===== config.mk =====
export PLATFORM = sky130hd
export DESIGN_NAME = sm3_inpt_arb
export DESIGN_NICKNAME = d
export VERILOG_FILES = /design/src/rtl/sm3_inpt_arb.sv
export SDC_FILE = /design/constraint.sdc
export NUM_CORES = 1
export LEC_CHECK = 0
export ABC_AREA = 1
export CAP_MARGIN = 20
export CORE_MARGIN = 10
export CORE_UTILIZATION = 40
export CTS_BUF_LIST = sky130_fd_sc_hd__clkbuf_8
export CTS_CLUSTER_DIAMETER = 120
export CTS_CLUSTER_SIZE = 40
export DETAILED_ROUTE_END_ITERATION = 6
export DONT_BUFFER_PORTS = 1
export GPL_TIMING_DRIVEN = 0
export HOLD_SLACK_MARGIN = 0.15
export REMOVE_ABC_BUFFERS = 1
export SYNTH_ARGS = -nofsm -noshare
export SYNTH_HDL_FRONTEND = slang
export SYNTH_SLANG_ARGS = --single-unit

===== constraint.sdc =====
create_clock -name clk -period 1.1 [get_ports clk]
set_input_delay 0.22 -clock clk [delete_from_list [all_inputs] [get_ports clk]]
set_output_delay 0.22 -clock clk [all_outputs]
set_load 0.02 [all_outputs]

===== src/rtl/sm3_inpt_arb.sv =====
// Message-granular round-robin arbiter in front of the SM3 padding core.
// A grant is held from a message's first beat until its lst beat is accepted,
// so blocks from different requesters never interleave.
// Optional per-requester message counters: define SM3_INPT_ARB_MSG_CNT_EN.
module sm3_inpt_arb #(
    parameter int unsigned DW   = 32,
    parameter int unsigned NREQ = 2,
    localparam int unsigned IDW = $clog2(NREQ),
    localparam int unsigned BW  = DW / 8
) (
    input  logic                 clk,
    input  logic                 rst,
    input  logic [NREQ-1:0]      req_vld,
    input  logic [NREQ*DW-1:0]   req_d,
    input  logic [NREQ-1:0]      req_lst,
    input  logic [NREQ*BW-1:0]   req_be,
    output logic [NREQ-1:0]      req_rdy,
    output logic [DW-1:0]        msg_inpt_d,
    output logic                 msg_inpt_vld,
    output logic                 msg_inpt_lst,
    output logic [BW-1:0]        msg_inpt_be,
    input  logic                 msg_inpt_rdy,
    output logic [IDW-1:0]       gnt_id,
`ifdef SM3_INPT_ARB_MSG_CNT_EN
    output logic                 busy,
    output logic [NREQ*16-1:0]   msg_cnt
`else
    output logic                 busy
`endif
);

    typedef enum logic {StIdle, StBusy} state_t;

    state_t         state_q, state_d;
    logic [IDW-1:0] rr_ptr_q, rr_ptr_d;
    logic [IDW-1:0] gnt_id_q, gnt_id_d;

    logic           g_vld, g_lst, lst_xfer, found;
    logic [DW-1:0]  g_d;
    logic [BW-1:0]  g_be;
    logic [IDW-1:0] idx;
    int unsigned    sum;

    // Signals of the currently granted requester
    always_comb begin
        g_vld    = req_vld[gnt_id_q];
        g_lst    = req_lst[gnt_id_q];
        g_d      = req_d[32'(gnt_id_q) * DW +: DW];
        g_be     = req_be[32'(gnt_id_q) * BW +: BW];
        lst_xfer = (state_q == StBusy) && g_vld && g_lst && msg_inpt_rdy;
    end

    // Next-state: round-robin pick in idle, release on the accepted lst beat
    always_comb begin
        state_d  = state_q;
        rr_ptr_d = rr_ptr_q;
        gnt_id_d = gnt_id_q;
        found    = 1'b0;
        idx      = '0;
        sum      = 0;
        unique case (state_q)
            StIdle: begin
                for (int unsigned k = 0; k < NREQ; k++) begin
                    sum = (32'(rr_ptr_q) + k) % NREQ;
                    idx = IDW'(sum);
                    if (!found && req_vld[idx]) begin
                        found    = 1'b1;
                        gnt_id_d = idx;
                    end
                end
                if (found) state_d = StBusy;
            end
            StBusy: begin
                if (lst_xfer) begin
                    state_d  = StIdle;
                    rr_ptr_d = (gnt_id_q == IDW'(NREQ - 1)) ? '0 : gnt_id_q + 1'b1;
                end
            end
            default: state_d = StIdle;
        endcase
    end

    // Output mux: pass-through of the granted requester while busy, zeros in idle
    always_comb begin
        req_rdy      = '0;
        msg_inpt_d   = '0;
        msg_inpt_vld = 1'b0;
        msg_inpt_lst = 1'b0;
        msg_inpt_be  = '0;
        if (state_q == StBusy) begin
            req_rdy[gnt_id_q] = msg_inpt_rdy;
            msg_inpt_d        = g_d;
            msg_inpt_vld      = g_vld;
            // lst/be qualified by valid so the core never sees stale framing
            msg_inpt_lst      = g_vld & g_lst;
            msg_inpt_be       = g_vld ? g_be : '0;
        end
    end

    assign busy   = (state_q == StBusy);
    assign gnt_id = gnt_id_q;

    // State, round-robin pointer and grant index registers
    always_ff @(posedge clk) begin
        if (rst) begin
            state_q  <= StIdle;
            rr_ptr_q <= '0;
            gnt_id_q <= '0;
        end else begin
            state_q  <= state_d;
            rr_ptr_q <= rr_ptr_d;
            gnt_id_q <= gnt_id_d;
        end
    end

`ifdef SM3_INPT_ARB_MSG_CNT_EN
    // Per-requester count of accepted messages, wrapping at 16 bits
    always_ff @(posedge clk) begin
        if (rst) begin
            msg_cnt <= '0;
        end else if (lst_xfer) begin
            msg_cnt[32'(gnt_id_q) * 16 +: 16] <= msg_cnt[32'(gnt_id_q) * 16 +: 16] + 16'd1;
        end
    end
`endif

endmodule


==> flow_metrics.tcl, run 1 <==
set metrics [dict create \
    synth_edf_count 0 \
    firstError "[ERROR DPL-0038] Utilization greater than 100%, impossible to legalize" \
    placementRows 15 \
    synthFlopType "dfxtp_1" \
    placed_area_sq_um 734 \
    synth_top_area_share_pct 32.5 \
    pin_count 121 \
    syn-mean-instance-area_sq_um 5.00 \
    worstEndpointType "top-level output" \
    die_h_um 64.3 \
    clockBufferDepth 2 \
    netlist_instances 157 \
    status "did not finish" \
    ys_ff_latch 3 \
    grt_max_degree 18 \
    synth_area_sq_um 785 \
    synthArstFlopShare_pct 0 \
    die_x_um 64.3 \
    synth-seq-area-share_pct 7.66 \
    cts_root_buf "clkbuf_8" \
    initial_core_util_pct 43.5 \
    cts_max_level 1 \
    gp_congestion 0.773 \
    yosys-top-cells-count "68 x nor2_1, 34 x o21ai_0, 17 x nand2_1" \
    stop_stage "global routing (5_1_grt)" \
    crit_endpoint "msg_inpt_be[2]" \
    yosys_warnings 0 \
    yosysMostFrequentCell "nor2_1" \
    hpwl_um 2770 \
    cts_sinks 3 \
    cts_made_buffers 3 \
    synth_area_leaders "nor2_1 33%, o21ai_0 22%, buf_6 10%" \
    io_buffers 0 \
    ys_types 19 \
    synth_top_area_cell "nor2_1" \
]
kinds of logic after synthesis:
family	synth area share (%)
buf+inv	18.0
simple gates	47.8
compound gates	26.5
flops	7.66
through the flow:
step	worst slack [ns]	util, %	cells	TNS, ns
floorplan	-1.05	-	144	-31.27
global placement	-1.37	39.2	169	-44.98
detailed placement	-1.23	40.8	170	-35.27
CTS	-0.581	86.5	206	-16.85
what timing repair did:
| item | CTS |
|---|---|
| pin swaps | 33 |
| setup endpoints to repair | 45 |
| buffers inserted | 23 |
| hold buffers | 1 |
| gates resized for setup | 142 |
| endpoints found under the hold margin | 3 |
| cloned | 8 |
==> run 2, diff against run 1 <==
- CORE_AREA: not set -> 10 10 71 73
- CORE_MARGIN: 10 -> not set
- CORE_UTILIZATION: 40 -> not set
- CTS_BUF_LIST: sky130_fd_sc_hd__clkbuf_8 -> not set
- CTS_CLUSTER_DIAMETER: 120 -> not set
- CTS_CLUSTER_SIZE: 40 -> not set
- DIE_AREA: not set -> 0 0 81 83
- HOLD_SLACK_MARGIN: 0.15 -> not set
- PLACE_DENSITY_LB_ADDON: not set -> 0.15
- clock period: 1.1 -> 1.43 ns (I/O delays scaled with it)
==> run 2 against run 1 <==
The flow now finishes, with violations (negative setup slack). Synthesized cell count is the same. Area after synthesis stayed put.
==> flow_metrics.tcl, run 2 <==
set metrics [dict create \
    period_needed_ns 1.71 \
    grt_util_all_layers_pct 13.8 \
    p_sw_w 0.000482 \
    ant_nets 0 \
    nets 256 \
    hold_depth 1 \
    avgViaCountPerCell 5.24 \
    drv_cap 0 \
    cts_max_level 1 \
    dr_total_vias 1174 \
    synth-seq-area-share_pct 7.66 \
    vdd_ir_drop_max_v 0.000545 \
    maxSlewViolCount 0 \
    fillers 344 \
    min_from "rst" \
    end_kind "output pin" \
    leakagePower_nw 0.610 \
    synth_edf_count 0 \
    r2r_cells 10 \
    hold_viol 0 \
    yosys_warnings 0 \
    final_common_cell "nor2_1" \
    cts_sinks 3 \
    netlist_instances 157 \
    crit_path_max_fanout 5 \
    diodes 0 \
    fp.coreArea_sq_um 3630 \
    synth_top_area_share_pct 32.5 \
    grt_max_degree 21 \
    synth_top_area_cell "nor2_1" \
    grt_pass1_wl_um 7370 \
    worstSkewPairLatency_ns 0.21 \
    power_density_nw_per_um2 610 \
    rrSetupSlack_ns 0.05 \
    setup_violations 38 \
    synth_area_leaders "nor2_1 33%, o21ai_0 22%, buf_6 10%" \
    crit_type "flop to output pin" \
    hp-class "input port to flop" \
    pin_count 121 \
    initial_core_util_pct 21.6 \
    cts_made_buffers 3 \
    clock_skew_ns 0.000395 \
    drc 0 \
    yosysMostFrequentCell "nor2_1" \
    antenna_found_initial 0 \
    clockBufferDepth 2 \
    status "complete, but fails checks" \
    p_clk_share_pct 24.3 \
    grt_remaining_overflow 0 \
    cts_tree "done" \
    area.growth.synth_to_final_pct 110 \
    final_util_pct 45.3 \
    r2r_end "rr_ptr_q" \
    die_x_um 81 \
    cp.arrival_ns 1.42 \
    violations "negative setup slack" \
    cp-start-kind "flop" \
    grt_pass1_vias 1314 \
    wirelength_um 5050 \
    reg2reg_from "gnt_id" \
    rsz0062_at_grt "true" \
    path_clk_slew_ns 0.03 \
    p_seq_share_pct 10.6 \
    swShare_pct 47.9 \
    fmax_mhz 585 \
    power_frac_comb_pct 65.1 \
    ys_ff_latch 3 \
    die_h_um 83 \
    internal_power_w 0.000523 \
    hold_path_end "busy" \
    syn-mean-instance-area_sq_um 5.00 \
    placementRows 22 \
    yosys-top-cells-count "68 x nor2_1, 34 x o21ai_0, 17 x nand2_1" \
    fin_ws_ns -0.279 \
    ys_types 19 \
    synth_area_sq_um 785 \
    power_w 0.00100 \
    relSlewSlack_pct 79.5 \
    synthFlopType "dfxtp_1" \
    gp_congestion 0.766 \
    setup-tns-final_ns -5.79 \
    final_cell_mix "35 x nor2_1, 18 x nor2_4, 16 x nor2_2, 14 x o21ai_4, 13 x nand2_1" \
    hpwl_um 2880 \
    io_buffers 0 \
    period_share_pct 120 \
    first_pass_iters 4 \
    path_cells "nor2_1 -> nor2_4 -> clkinvlp_4 -> a21oi_4" \
    wl_per_cell_um 22.5 \
    tightest_slew_ns 0.306 \
    synthArstFlopShare_pct 0 \
    worst_path_max_delay_cell "dfxtp_4" \
    required_ns 1.14 \
    cpPeakStageDelay_ns 0.39 \
    die_area_sq_um 6720 \
    cts_root_buf "clkbuf_8" \
    dr.first_iter.drc_count 43 \
    drive_gt1_share_pct 57.4 \
    crit_start "gnt_id" \
]
[run 2: metrics by stage]
stage	hold slack (ns)	setup WS, ns	cell area, sq um	cells
detailed placement	0.360	-1.00	763	193
CTS	0.126	-0.327	1600	223
global placement	0.360	-1.19	736	192
global route	0.121	-0.382	1650	224
floorplan	0.355	-0.783	676	144
finish	0.130	-0.279	1650	224
[run 2: how the worst max path moves through the flow]
stage,endpoint,slack [ns]
final,msg_inpt_be[2],-0.28
after global routing,msg_inpt_be[3],-0.38
after CTS,msg_inpt_be[3],-0.33
after detailed placement,msg_inpt_be[3],-1.00
after global placement,msg_inpt_be[3],-1.19
after floorplan,msg_inpt_be[0],-0.78
[run 2: metal layers]
layer  vias up  GRT usage [%]  wire length [um]
li1        542              -                 -
met2       101           25.7              2710
met4         0           3.29                18
met3         2           6.25               755
met5         -              0                 0
met1       529           13.0              1570
[run 2: cell families after synthesis]
group	share of synthesized area, %
AND/OR/NAND/NOR	47.8
AO/OA/AOI/OAI	26.5
buffers and inverters	18.0
flip-flops	7.66
[run 2: cell type report]
type	instances	area, sq um	share of cell area, %
repair inverters	1	16.3	0.988
well taps	48	60.1	3.65
repair buffers	27	383	23.3
inverters	8	60.1	3.65
multi-input cells	133	1010	61.6
flip-flops and latches	3	67.6	4.10
clock buffers	4	45.0	2.74
[run 2: worst max-delay path, delay by kind of cell, from the launching register on]
family	cells	cell delay [ns]
compound gates	1	0.24
buf+inv	1	0.26
flops	1	0.39
simple gates	2	0.31
[run 2: power groups by stage]
stage | Sequential, W | Combinational [W] | Clock [W]
2_1_floorplan | 0.000124 | 0.000240 | 0
3_3_place_gp | 0.000136 | 0.000274 | 0
3_5_place_dp | 0.000128 | 0.000296 | 0
4_1_cts | 0.000108 | 0.000647 | 0.000253
5_1_grt | 0.000110 | 0.000696 | 0.000264
6_report | 0.000107 | 0.000654 | 0.000244
[run 2: timing repair]
| item | 4_1_cts | 5_1_grt |
|---|---|---|
| gates cloned | 5 | 0 |
| hold buffers | 0 | 0 |
| resized for setup | 147 | 13 |
| pin swaps | 31 | 18 |
| setup buffers | 21 | 3 |
| endpoints found under the hold margin | 0 | 0 |
| endpoints found under the setup margin | 45 | 40 |
No activity file was read; power rests on OpenSTA's default activity.
==> run 3, diff against run 2 <==
- CAP_MARGIN: 20 -> not set
- SLEW_MARGIN: not set -> 20
==> run 3 against run 2 <==
The flow still finishes with violations (negative setup slack). Combinational power down 37%. Wire length is 7.8% lower. Die area did not move. Global-route usage down 1.4 points. Sequential power is essentially flat. Non-clock buffer count is 19 lower. Critical path type unchanged. Largest power group unchanged.
==> flow_metrics.tcl, run 3 (same netlist as run 2, synthesis figures left out) <==
set metrics [dict create \
    internal_power_w 0.000376 \
    tightest_slew_ns 0.303 \
    die_x_um 81 \
    path_clk_slew_ns 0.03 \
    wirelength_um 4650 \
    postCtsHoldBufs 0 \
    clock_skew_ns 0.000436 \
    ant_nets 0 \
    fin_ws_ns -0.151 \
    violations "negative setup slack" \
    hpwl_um 2820 \
    drv_cap 0 \
    cts_made_buffers 3 \
    cts_tree "done" \
    pre_cts_ws_ns -1.00 \
    area.growth.synth_to_final_pct 29.7 \
    cp-start-kind "flop" \
    maxSlewViolCount 0 \
    io_buffers 0 \
    fp.coreArea_sq_um 3630 \
    dr.first_iter.drc_count 27 \
    cts_root_buf "clkbuf_8" \
    required_ns 1.14 \
    setup-tns-final_ns -3.30 \
    drive_gt1_share_pct 36.9 \
    grt_remaining_overflow 0 \
    placementRows 22 \
    diodes 0 \
    gp_congestion 0.766 \
    die_h_um 83 \
    period_needed_ns 1.58 \
    fmax_mhz 633 \
    crit_type "flop to output pin" \
    cts_max_level 1 \
    grt_max_degree 22 \
    antenna_found_initial 0 \
    wl_per_cell_um 22.7 \
    p_sw_w 0.000388 \
    period_share_pct 111 \
    pin_count 121 \
    p_seq_share_pct 14.2 \
    initial_core_util_pct 21.6 \
    grt_pass1_wl_um 6510 \
    drc 0 \
    final_common_cell "nor2_1" \
    nets 237 \
    crit_start "gnt_id" \
    avgViaCountPerCell 5.14 \
    setup_violations 38 \
    dr_total_vias 1054 \
    worstSkewPairLatency_ns 0.21 \
    min_from "rst" \
    final_cell_mix "36 x nor2_1, 34 x o21ai_0, 32 x nor2_2, 17 x nand2_1, 6 x inv_1" \
    grt_pass1_vias 1159 \
    p_clk_share_pct 31.9 \
    swShare_pct 50.8 \
    power_density_nw_per_um2 751 \
    hold_viol 0 \
    status "complete, but fails checks" \
    first_pass_iters 4 \
    cp.arrival_ns 1.29 \
    crit_path_max_fanout 20 \
    die_area_sq_um 6720 \
    relSlewSlack_pct 79.8 \
    end_kind "output pin" \
    power_frac_comb_pct 53.9 \
    rsz0062_at_grt "true" \
    clockBufferDepth 2 \
    cts_sinks 3 \
    leakagePower_nw 0.406 \
    vdd_ir_drop_max_v 0.000479 \
    grt_util_all_layers_pct 12.3 \
    hp-class "input port to flop" \
    reg2reg_from "gnt_id" \
]
==> run 3: cell types whose count changed in the layout (fill, tap and decap cells not counted), sizes merged <==
cell	before	now
buf	27	8
clkinvlp	1	0
inv	7	8
==> run 3: path summary, 6_finish.rpt <==
path / to / slack, ns / cells past startpoint
worst min register to register: rr_ptr_q / 0.49 / 2
worst max register to register: busy / 0.14 / 7
worst max-delay path: msg_inpt_lst / -0.15 / 6
worst min-delay path: gnt_id / 0.13 / 1
==> run 3: through the flow <==
stage                     utilization [%]  std cells  cell area, sq um  total power (W)  hold slack, ns
after floorplan                         -        144               676         0.000364           0.355
after global placement               20.2        192               736         0.000410           0.360
after detailed placement             20.3        192               737         0.000413           0.355
after CTS                            27.9        205              1010         0.000777           0.124
after global routing                 28.0        205              1020         0.000819           0.122
final                                28.0        205              1020         0.000764           0.133
==> run 3: what timing repair did <==
item,4_1_cts,5_1_grt
endpoints found under the setup margin,44,39
pin swaps,2,4
setup buffers,8,0
gates resized for setup,56,1
cloned,1,0
==> run 3: area by class of cell <==
cell class | count | area (sq um)
Tap cell | 48 | 60.1
Multi-Input combinational cell | 133 | 724
Clock buffer | 4 | 45.0
Inverter | 8 | 40.0
Fill cell | 417 | 2620
Timing Repair inverter | 1 | 16.3
Timing Repair Buffer | 8 | 63.8
Sequential cell | 3 | 67.6
==> run 3: layer usage <==
metal | vias to the layer above | global-route usage (%) | wire length [um]
li1 | 502 | - | -
met1 | 471 | 10.0 | 1440
met2 | 79 | 24.6 | 2490
met3 | 2 | 6.68 | 702
met4 | 0 | 2.03 | 23
met5 | - | 0 | 0
==> run 3: power groups by stage <==
stage                     registers [W]  logic, W  clock network [W]
final                          0.000109  0.000411           0.000244
after detailed placement       0.000139  0.000274                  0
after global placement         0.000136  0.000274                  0
after floorplan                0.000124  0.000240                  0
after CTS                      0.000109  0.000414           0.000254
after global routing           0.000111  0.000448           0.000261
==> run 3: critical path, stage by stage, from the launching register on <==
cell and delay (ns):
dfxtp_4 0.39, buf_6 0.17, inv_8 0.13, nand2_1 0.06, nand2_1 0.09, nand3_2 0.08, inv_1 0.16
==> run 4, diff against run 3 <==
- SLEW_MARGIN: 20 -> not set
==> run 4 against run 3 <==
The flow still finishes with violations (negative setup slack). Non-clock buffer count unchanged. Die area unchanged. First-iteration DRC count down 33%. Worst hold slack worse by 0.0017 ns. Final area up 2.5%. Clock skew up 0.0019 ns. Total power up 2.3%. Largest power group unchanged.
==> flow_metrics.tcl, run 4 (same netlist as run 2, synthesis figures left out) <==
set metrics [dict create \
    status "complete, but fails checks" \
    violations "negative setup slack" \
    clockBufferDepth 2 \
    design_area_sq_um 1040 \
    cp.arrival_ns 1.31 \
    maxSlewViolCount 0 \
    avgViaCountPerCell 5.16 \
    r2r_cells 7 \
    p_clk_share_pct 31.8 \
    relSlewSlack_pct 79.8 \
    tightest_slew_ns 0.303 \
    cpPeakStageDelay_ns 0.44 \
    cts_max_level 1 \
    gp_congestion 0.766 \
    placementRows 22 \
    cts_root_buf "clkbuf_8" \
    hold_viol 0 \
    crit_type "flop to output pin" \
    hpwl_um 2820 \
    cts_tree "done" \
    wl_per_cell_um 23.1 \
    die_area_sq_um 6720 \
    grt_remaining_overflow 0 \
    grt_pass1_vias 1151 \
    io_buffers 0 \
    vdd_ir_drop_max_v 0.000490 \
    fin_ws_ns -0.170 \
    required_ns 1.14 \
    rsz0062_at_grt "true" \
    worst_path_max_delay_cell "dfxtp_4" \
    internal_power_w 0.000381 \
    die_h_um 83 \
    drv_cap 0 \
    first_pass_iters 4 \
    drive_gt1_share_pct 38.0 \
    leakagePower_nw 0.417 \
    area.growth.synth_to_final_pct 32.9 \
    pin_count 121 \
    fmax_mhz 625 \
    crit_path_max_fanout 7 \
    grt_util_all_layers_pct 12.7 \
    dr_total_vias 1063 \
    cts_sinks 3 \
    grt_pass1_wl_um 6640 \
    period_needed_ns 1.60 \
    p_sw_w 0.000400 \
    initial_core_util_pct 21.6 \
    power_density_nw_per_um2 750 \
    die_x_um 81 \
    placed_area_sq_um 736 \
    drc 0 \
    hp-class "input port to flop" \
    min_from "rst" \
    reg2reg_from "gnt_id" \
    grt_max_degree 22 \
    setup_violations 38 \
    final_common_cell "nor2_1" \
    path_clk_slew_ns 0.03 \
    p_seq_share_pct 13.9 \
    hold_path_end "busy" \
    nets 238 \
    hold_depth 1 \
    rrSetupSlack_ns 0.19 \
    cp-start-kind "flop" \
    final_cell_mix "36 x nor2_1, 32 x nor2_2, 31 x o21ai_0, 17 x nand2_1, 5 x inv_1" \
    swShare_pct 51.2 \
    wirelength_um 4750 \
    ant_nets 0 \
    fp.coreArea_sq_um 3630 \
    path_cells "nor2_1 -> nor2_4 -> inv_4 -> a21oi_4" \
    period_share_pct 112 \
    antenna_found_initial 0 \
    cts_made_buffers 3 \
    power_frac_comb_pct 54.3 \
    clock_skew_ns 0.00235 \
    setup-tns-final_ns -3.42 \
    diodes 0 \
    dr.first_iter.drc_count 18 \
    worstSkewPairLatency_ns 0.22 \
    r2r_end "busy" \
    end_kind "output pin" \
]
run 4: changes by cell type in the layout (fill, tap and decap cells not counted), sizes merged:
cell    delta
inv        +2
clkinv     -1
run 4: worst max path at each step:
stage          startpoint  slack (ns)  cells after the start        endpoint
5_1_grt            gnt_id       -0.26                      5  msg_inpt_be[3]
2_1_floorplan      gnt_id       -0.78                      4  msg_inpt_be[0]
3_5_place_dp       gnt_id       -1.23                      4  msg_inpt_be[3]
6_report           gnt_id       -0.17                      4  msg_inpt_be[3]
4_1_cts            gnt_id       -0.19                      4  msg_inpt_be[0]
3_3_place_gp       gnt_id       -1.19                      4  msg_inpt_be[3]
run 4: cell type report:
type | instances | area (sq um)
fillers | 414 | 2590
multi-input cells | 133 | 724
repair buffers | 8 | 73.8
flip-flops and latches | 3 | 67.6
well taps | 48 | 60.1
clock buffers | 4 | 45.0
inverters | 8 | 40.0
repair inverters | 2 | 31.3
run 4: repair_timing:
action / 4_1_cts / 5_1_grt
endpoints found under the setup margin: 45 / 39
pin swaps: 5 / 3
hold buffers: 0 / 0
resized for setup: 66 / 1
gates cloned: 2 / 0
buffers inserted: 8 / 0
run 4: routing by layer:
layer / global-route usage [%] / wire (um) / vias to the layer above
met4: 2.03 / 23 / 0
met1: 11.0 / 1530 / 479
met3: 6.68 / 730 / 2
li1: - / - / 503
met5: 0 / 0 / -
met2: 24.6 / 2470 / 79
run 4: through the flow:
stage / cells / setup slack [ns] / hold slack (ns) / total power (W) / util [%]
after CTS: 206 / -0.190 / 0.124 / 0.000791 / 28.6
after global placement: 192 / -1.19 / 0.360 / 0.000410 / 20.2
final: 206 / -0.170 / 0.132 / 0.000782 / 28.7
after floorplan: 144 / -0.783 / 0.355 / 0.000364 / -
after detailed placement: 192 / -1.23 / 0.359 / 0.000413 / 20.2
after global routing: 206 / -0.262 / 0.122 / 0.000835 / 28.7
run 4: power by group through the flow:
stage	Combinational, W	Clock, W	Sequential, W
2_1_floorplan	0.000240	0	0.000124
3_3_place_gp	0.000274	0	0.000136
3_5_place_dp	0.000274	0	0.000139
4_1_cts	0.000427	0.000254	0.000110
5_1_grt	0.000460	0.000263	0.000112
6_report	0.000424	0.000248	0.000109
run 4: worst max-delay path: cells and delay by family (launching register included):
kind,cells,cell delay [ns]
AND/OR/NAND/NOR,2,0.34
buffers and inverters,1,0.10
flip-flops,1,0.44
AO/OA/AOI/OAI,1,0.21
